==> config.mk <==
export PLATFORM = sky130hd
export DESIGN_NAME = ped_request_ctrl
export DESIGN_NICKNAME = d
export VERILOG_FILES = /design/src/rtl/ped_request_ctrl.sv
export SDC_FILE = /design/constraint.sdc
export NUM_CORES = 1
export LEC_CHECK = 0
export CORE_AREA = 2 2 57 59
export CTS_BUF_LIST = sky130_fd_sc_hd__clkbuf_4 sky130_fd_sc_hd__clkbuf_8
export CTS_CLUSTER_DIAMETER = 40
export DETAILED_ROUTE_END_ITERATION = 12
export DIE_AREA = 0 0 59 61
export PLACE_DENSITY = 0.81
export RECOVER_POWER = 25
export SLEW_MARGIN = 20
export SYNTH_ARGS = -nofsm -noshare
export SYNTH_HDL_FRONTEND = slang
export SYNTH_SLANG_ARGS = --single-unit
==> constraint.sdc <==
create_clock -name clk -period 2.8 [get_ports clk]
set_input_delay 0.42 -clock clk [delete_from_list [all_inputs] [get_ports clk]]
set_output_delay 0.42 -clock clk [all_outputs]
set_load 0.02 [all_outputs]
==> src/rtl/ped_request_ctrl.sv <==
// Pedestrian push-button request controller.
// Synchronizes and debounces a raw button and turns presses into pass grants.
// It enforces a lockout window after each grant, and can queue one request
// that arrives during that window.
//
// Ports:
//   clk          rising-edge clock
//   rst          synchronous, active-high reset
//   btn_raw      asynchronous bouncy button, high = pressed
//   light_g      downstream green lamp (synchronous to clk)
//   pass         registered grant pulse, PASS_CYCLES wide
//   req_pending  registered; a request is waiting for a grant
//   lockout      registered; post-grant lockout window active
//   pass_count   registered count of grants issued (wraps at 256)

module ped_request_ctrl #(
    parameter int DEB_CYCLES     = 16,
    parameter int PASS_CYCLES    = 1,
    parameter int LOCKOUT_CYCLES = 2048
) (
    input  logic       clk,
    input  logic       rst,
    input  logic       btn_raw,
    input  logic       light_g,
    output logic       pass,
    output logic       req_pending,
    output logic       lockout,
    output logic [7:0] pass_count
);

    localparam logic [7:0]  DEB_LAST  = 8'(DEB_CYCLES - 1);
    localparam logic [3:0]  PASS_LAST = 4'(PASS_CYCLES - 1);
    localparam logic [11:0] LOCK_LAST = 12'(LOCKOUT_CYCLES - 1);

    typedef enum logic [1:0] {
        S_IDLE,
        S_PENDING,
        S_ISSUE,
        S_LOCKOUT
    } state_t;

    // Synchronizer
    logic sync1_q, sync1_d;
    logic sync2_q, sync2_d;
    logic btn_s;

    // Debouncer
    logic       btn_db_q, btn_db_d;
    logic       btn_db_prev_q, btn_db_prev_d;
    logic [7:0] db_cnt_q, db_cnt_d;
    logic       press_evt;

    // Request FSM
    state_t      state_q, state_d;
    logic        queued_q, queued_d;
    logic [3:0]  pass_cnt_q, pass_cnt_d;
    logic [11:0] lock_cnt_q, lock_cnt_d;
    logic [7:0]  pass_count_q, pass_count_d;

    // Registered outputs
    logic pass_q, pass_d;
    logic req_pending_q, req_pending_d;
    logic lockout_q, lockout_d;

    // ------------------------------------------------------------------
    // Two-flop synchronizer: the only consumer of btn_raw.
    // ------------------------------------------------------------------
    always_comb begin
        sync1_d = btn_raw;
        sync2_d = sync1_q;
    end

    assign btn_s = sync2_q;

    // ------------------------------------------------------------------
    // Debounce: accept a new level only after it has differed from the
    // accepted level for DEB_CYCLES consecutive cycles.
    // ------------------------------------------------------------------
    always_comb begin
        btn_db_d      = btn_db_q;
        db_cnt_d      = '0;
        btn_db_prev_d = btn_db_q;
        if (btn_s != btn_db_q) begin
            if (db_cnt_q == DEB_LAST) begin
                btn_db_d = btn_s;
            end else begin
                db_cnt_d = db_cnt_q + 8'd1;
            end
        end
    end

    // Only presses count; releases are deliberately silent.
    assign press_evt = btn_db_q & ~btn_db_prev_q;

    // ------------------------------------------------------------------
    // Request FSM: next state and counters
    // ------------------------------------------------------------------
    always_comb begin
        state_d      = state_q;
        queued_d     = queued_q;
        pass_cnt_d   = pass_cnt_q;
        lock_cnt_d   = lock_cnt_q;
        pass_count_d = pass_count_q;

        unique case (state_q)
            S_IDLE: begin
                if (press_evt) begin
                    state_d = S_PENDING;
                end
            end

            S_PENDING: begin
                // A green lamp already serves the pedestrian, so the
                // request is absorbed without a grant.
                if (light_g) begin
                    state_d = S_IDLE;
                end else begin
                    state_d      = S_ISSUE;
                    pass_cnt_d   = '0;
                    pass_count_d = pass_count_q + 8'd1;
                end
            end

            S_ISSUE: begin
                if (pass_cnt_q == PASS_LAST) begin
                    state_d    = S_LOCKOUT;
                    lock_cnt_d = '0;
                end else begin
                    pass_cnt_d = pass_cnt_q + 4'd1;
                end
            end

            S_LOCKOUT: begin
                if (press_evt) begin
                    queued_d = 1'b1;
                end
                if (lock_cnt_q == LOCK_LAST) begin
                    // A press on the final lockout cycle still queues.
                    if (queued_q | press_evt) begin
                        state_d = S_PENDING;
                    end else begin
                        state_d = S_IDLE;
                    end
                    queued_d = 1'b0;
                end else begin
                    lock_cnt_d = lock_cnt_q + 12'd1;
                end
            end

            default: begin
                state_d = S_IDLE;
            end
        endcase
    end

    // Outputs are registered from the next state so they line up with it.
    always_comb begin
        pass_d        = (state_d == S_ISSUE);
        req_pending_d = (state_d == S_PENDING) | queued_d;
        lockout_d     = (state_d == S_LOCKOUT);
    end

    // ------------------------------------------------------------------
    // State registers
    // ------------------------------------------------------------------
    always_ff @(posedge clk) begin
        if (rst) begin
            sync1_q       <= 1'b0;
            sync2_q       <= 1'b0;
            btn_db_q      <= 1'b0;
            btn_db_prev_q <= 1'b0;
            db_cnt_q      <= '0;
            state_q       <= S_IDLE;
            queued_q      <= 1'b0;
            pass_cnt_q    <= '0;
            lock_cnt_q    <= '0;
            pass_count_q  <= '0;
            pass_q        <= 1'b0;
            req_pending_q <= 1'b0;
            lockout_q     <= 1'b0;
        end else begin
            sync1_q       <= sync1_d;
            sync2_q       <= sync2_d;
            btn_db_q      <= btn_db_d;
            btn_db_prev_q <= btn_db_prev_d;
            db_cnt_q      <= db_cnt_d;
            state_q       <= state_d;
            queued_q      <= queued_d;
            pass_cnt_q    <= pass_cnt_d;
            lock_cnt_q    <= lock_cnt_d;
            pass_count_q  <= pass_count_d;
            pass_q        <= pass_d;
            req_pending_q <= req_pending_d;
            lockout_q     <= lockout_d;
        end
    end

    assign pass        = pass_q;
    assign req_pending = req_pending_q;
    assign lockout     = lockout_q;
    assign pass_count  = pass_count_q;

endmodule

==> flow_summary.yaml <==
outcome:
  run_status: "complete, no violations"
clocking:
  clk_pin_slew_ns: 0.12
  cts_resized: 0
  cts_setup_buffers: 0
  clockRootBuffer: "clkbuf_4"
  h-tree-depth: 2
  cts_tree: "yes"
  clk_latency_ns: 0.35
  cts_sinks: 42
  cts_buffers: 5
  clockBufferDepth: 2
  cts_hold_buf: 0
pwr:
  peakVddDrop_uv: 412
  power.switching_mw: 0.198
  p_leak_nw: 0.731
  seqPwrFrac: 0.642
  power_density_nw_per_um2: 451
  p_int_mw: 0.736
  pwr-share-comb: 0.016
  clockPowerShare: 0.342
  swShare: 0.212
critical_path:
  cp-start-kind: "flop"
  cp_slowest_cell: "clkdlybuf4s50_1"
  endpoint_kind: "output port"
  critPathTopFamily: "buffers and inverters"
  path_max_fanout: 6
  r2r-start: "lock_cnt_q[0]"
  critPathKind: "flop to output port"
  crit_arrival_ns: 1.48
  path_buf_inv: 1
  critPathLaunch: "pass_count[0]"
  cp.required_ns: 2.38
  cpPeakStageDelay_ns: 0.65
  cp_cell_sequence: "clkdlybuf4s50_1"
final_layout:
  drive_gt1_frac: 0.0714
  fin_nets: 232
  n_antenna_cell: 0
  fin_area_um2: 2070
  layout-area-overhead-vs-synth_pct: 12.4
floorplan:
  die_w_um: 59
  start_util: 0.625
  io_pins: 15
  core_um2: 2950
  rows: 20
  dieArea_um2: 3600
  die_h_um: 61
drt:
  post_drt_wl_per_cell_um: 13.9
  drc: 0
  routed.top_layer: "met4"
  wl_met2_um: 1820
  totalWireLength_um: 3560
  ant_nets: 0
  drt_first_pass_iters: 4
  vias: 1527
  viasPerCell: 5.94
  met1Wirelength_um: 1530
  drt_iter0_drc: 64
  route.met3.wl_um: 140
global_routing:
  track_usage: 0.223
  grt_max_degree: 15
  antenna_found_initial: 0
  grt_pass1_vias: 1434
  grt.overflow.total: 0
  grt_pass1_wl_um: 5910
synthesis:
  synth_top_area_share: 0.456
  syn-num-nets: 216
  synthDistinctLibCells: 40
  yosys_warnings: 0
  synth_seq_area_share: 0.456
  yosys.area.top_type: "dfxtp_1"
  avgSynthCellArea_um2: 8.91
  synth_area_um2: 1840
  ys_seq_elements: 42
  ys_async_sr_fraction: 0
  ys_top_cells_by_area: "dfxtp_1 46%, xor2_1 7.1%, nor2_1 5.3%, nand3_1 3.5%, ha_1 3.4%"
  synthCells: 207
  synth_edf_count: 0
  synth-main-ff-cell: "dfxtp_1"
sta:
  setup_viol: 0
  finalHoldViolCount: 0
  drv_slew: 0
  rsz0062_at_grt: "no"
  fmax_mhz: 525
  slew_headroom: 0.596
  worst_slew_pin_slew_ns: 0.602
  setup_tns_ns: 0
  fin_crit_ns: 1.90
  finalCritPeriodShare: 0.680
  clock_skew_ns: 0.0123
placed_design:
  io_buffer_count: 14
  dpl.hpwl_um: 2550
  gp_congestion: 0.739
  place_area_um2: 2010
flow_run:
  cap_violations: 0
worst_hold_path:
  hold_class: "flop to flop"
  min_from: "sync1_q"
power groups by stage:
| stage | logic, mW | registers (mW) | clock network (mW) |
|---|---|---|---|
| after floorplan | 0.00897 | 0.613 | 0 |
| after global placement | 0.0155 | 0.613 | 0 |
| after detailed placement | 0.0158 | 0.614 | 0 |
| after CTS | 0.0159 | 0.600 | 0.331 |
| after global routing | 0.0168 | 0.600 | 0.348 |
| final | 0.0148 | 0.600 | 0.319 |
layout by cell type, fill, tap and decap left out, drive strengths merged, types with 3 or more instances in the layout:
| cell type | Yosys | final |
|---|---|---|
| nand3 | 14 | 14 |
| clkbuf | 6 | 8 |
| nor2 | 26 | 26 |
| o21ai | 7 | 7 |
| nor3 | 4 | 4 |
| dfxtp | 42 | 42 |
| and3 | 5 | 5 |
| o31ai | 4 | 4 |
| a21oi | 12 | 12 |
| or4 | 3 | 3 |
| nand2 | 10 | 10 |
| or3 | 8 | 8 |
| inv | 6 | 6 |
| ha | 5 | 5 |
| xnor2 | 3 | 3 |
| nand4 | 8 | 8 |
| clkdlybuf4s50 | 0 | 13 |
| xor2 | 15 | 15 |
| nor2b | 6 | 6 |
Yosys cell counts, types with 2 or more instances:
cell type	instances
xor2_1	15
ha_1	5
nor2b_1	6
nand2_1	10
nor3b_1	2
o2111ai_1	2
o21ai_0	7
a21oi_1	12
o31ai_1	3
or4_1	3
inv_1	6
nor3_1	4
nand3_1	13
or3_1	8
nand4_1	8
nor2_1	26
a211oi_1	2
xnor2_1	3
clkbuf_1	6
dfxtp_1	42
and3_1	5
layer usage:
layer	global-route usage	vias up
met2	0.400	42
met1	0.248	709
li1	-	767
met4	0.104	0
met3	0.0576	9
met5	0	-
per-stage QoR:
stage	power (mW)	cells	worst slack (ns)	util	hold slack [ns]
after global placement	0.629	249	0.856	0.682	0.419
final	0.934	257	0.896	0.702	0.459
after detailed placement	0.629	249	0.811	0.682	0.434
after floorplan	0.622	207	1.13	-	0.414
after CTS	0.947	257	0.885	0.703	0.461
after global routing	0.965	257	0.759	0.702	0.473
kinds of logic (layout without fill, tap and decap cells):
kind of cell	Yosys count	after routing	synth area share
simple gates	95	95	0.275
flops	42	42	0.456
compound gates	32	32	0.111
xor+xnor	18	18	0.0855
buf+inv	13	30	0.0271
fa+ha+maj	5	5	0.0339
mux	2	2	0.0115
path summary, 6_finish.rpt:
path / to / slack (ns) / cells past startpoint
worst max-delay path: pass_count[0] / 0.90 / 1
worst min-delay path: btn_s / 0.46 / 1
worst max register to register: req_pending / 0.91 / 5
worst min register to register: btn_s / 0.46 / 1
registers in the layout (all words and copies together) (netlist names):
name / cells
lock_cnt_q: 12
lockout: 1
btn_db_prev_d: 1
req_pending: 1
db_cnt_q: 8
btn_s: 1
sync1_q: 1
pass_count: 8
btn_db_prev_q: 1
pass_cnt_q: 4
pass: 1
queued_q: 1
state_q: 2
layout make-up:
cell class                      count  area [um2]
Sequential cell                    42         841
Tap cell                           33        41.3
Fill cell                         243         880
Clock inverter                      1        5.00
Timing Repair Buffer               16         151
Multi-Input combinational cell    152         953
Clock buffer                        7        58.8
Inverter                            6        22.5
Note: power is estimated with default switching activity, not from simulation.
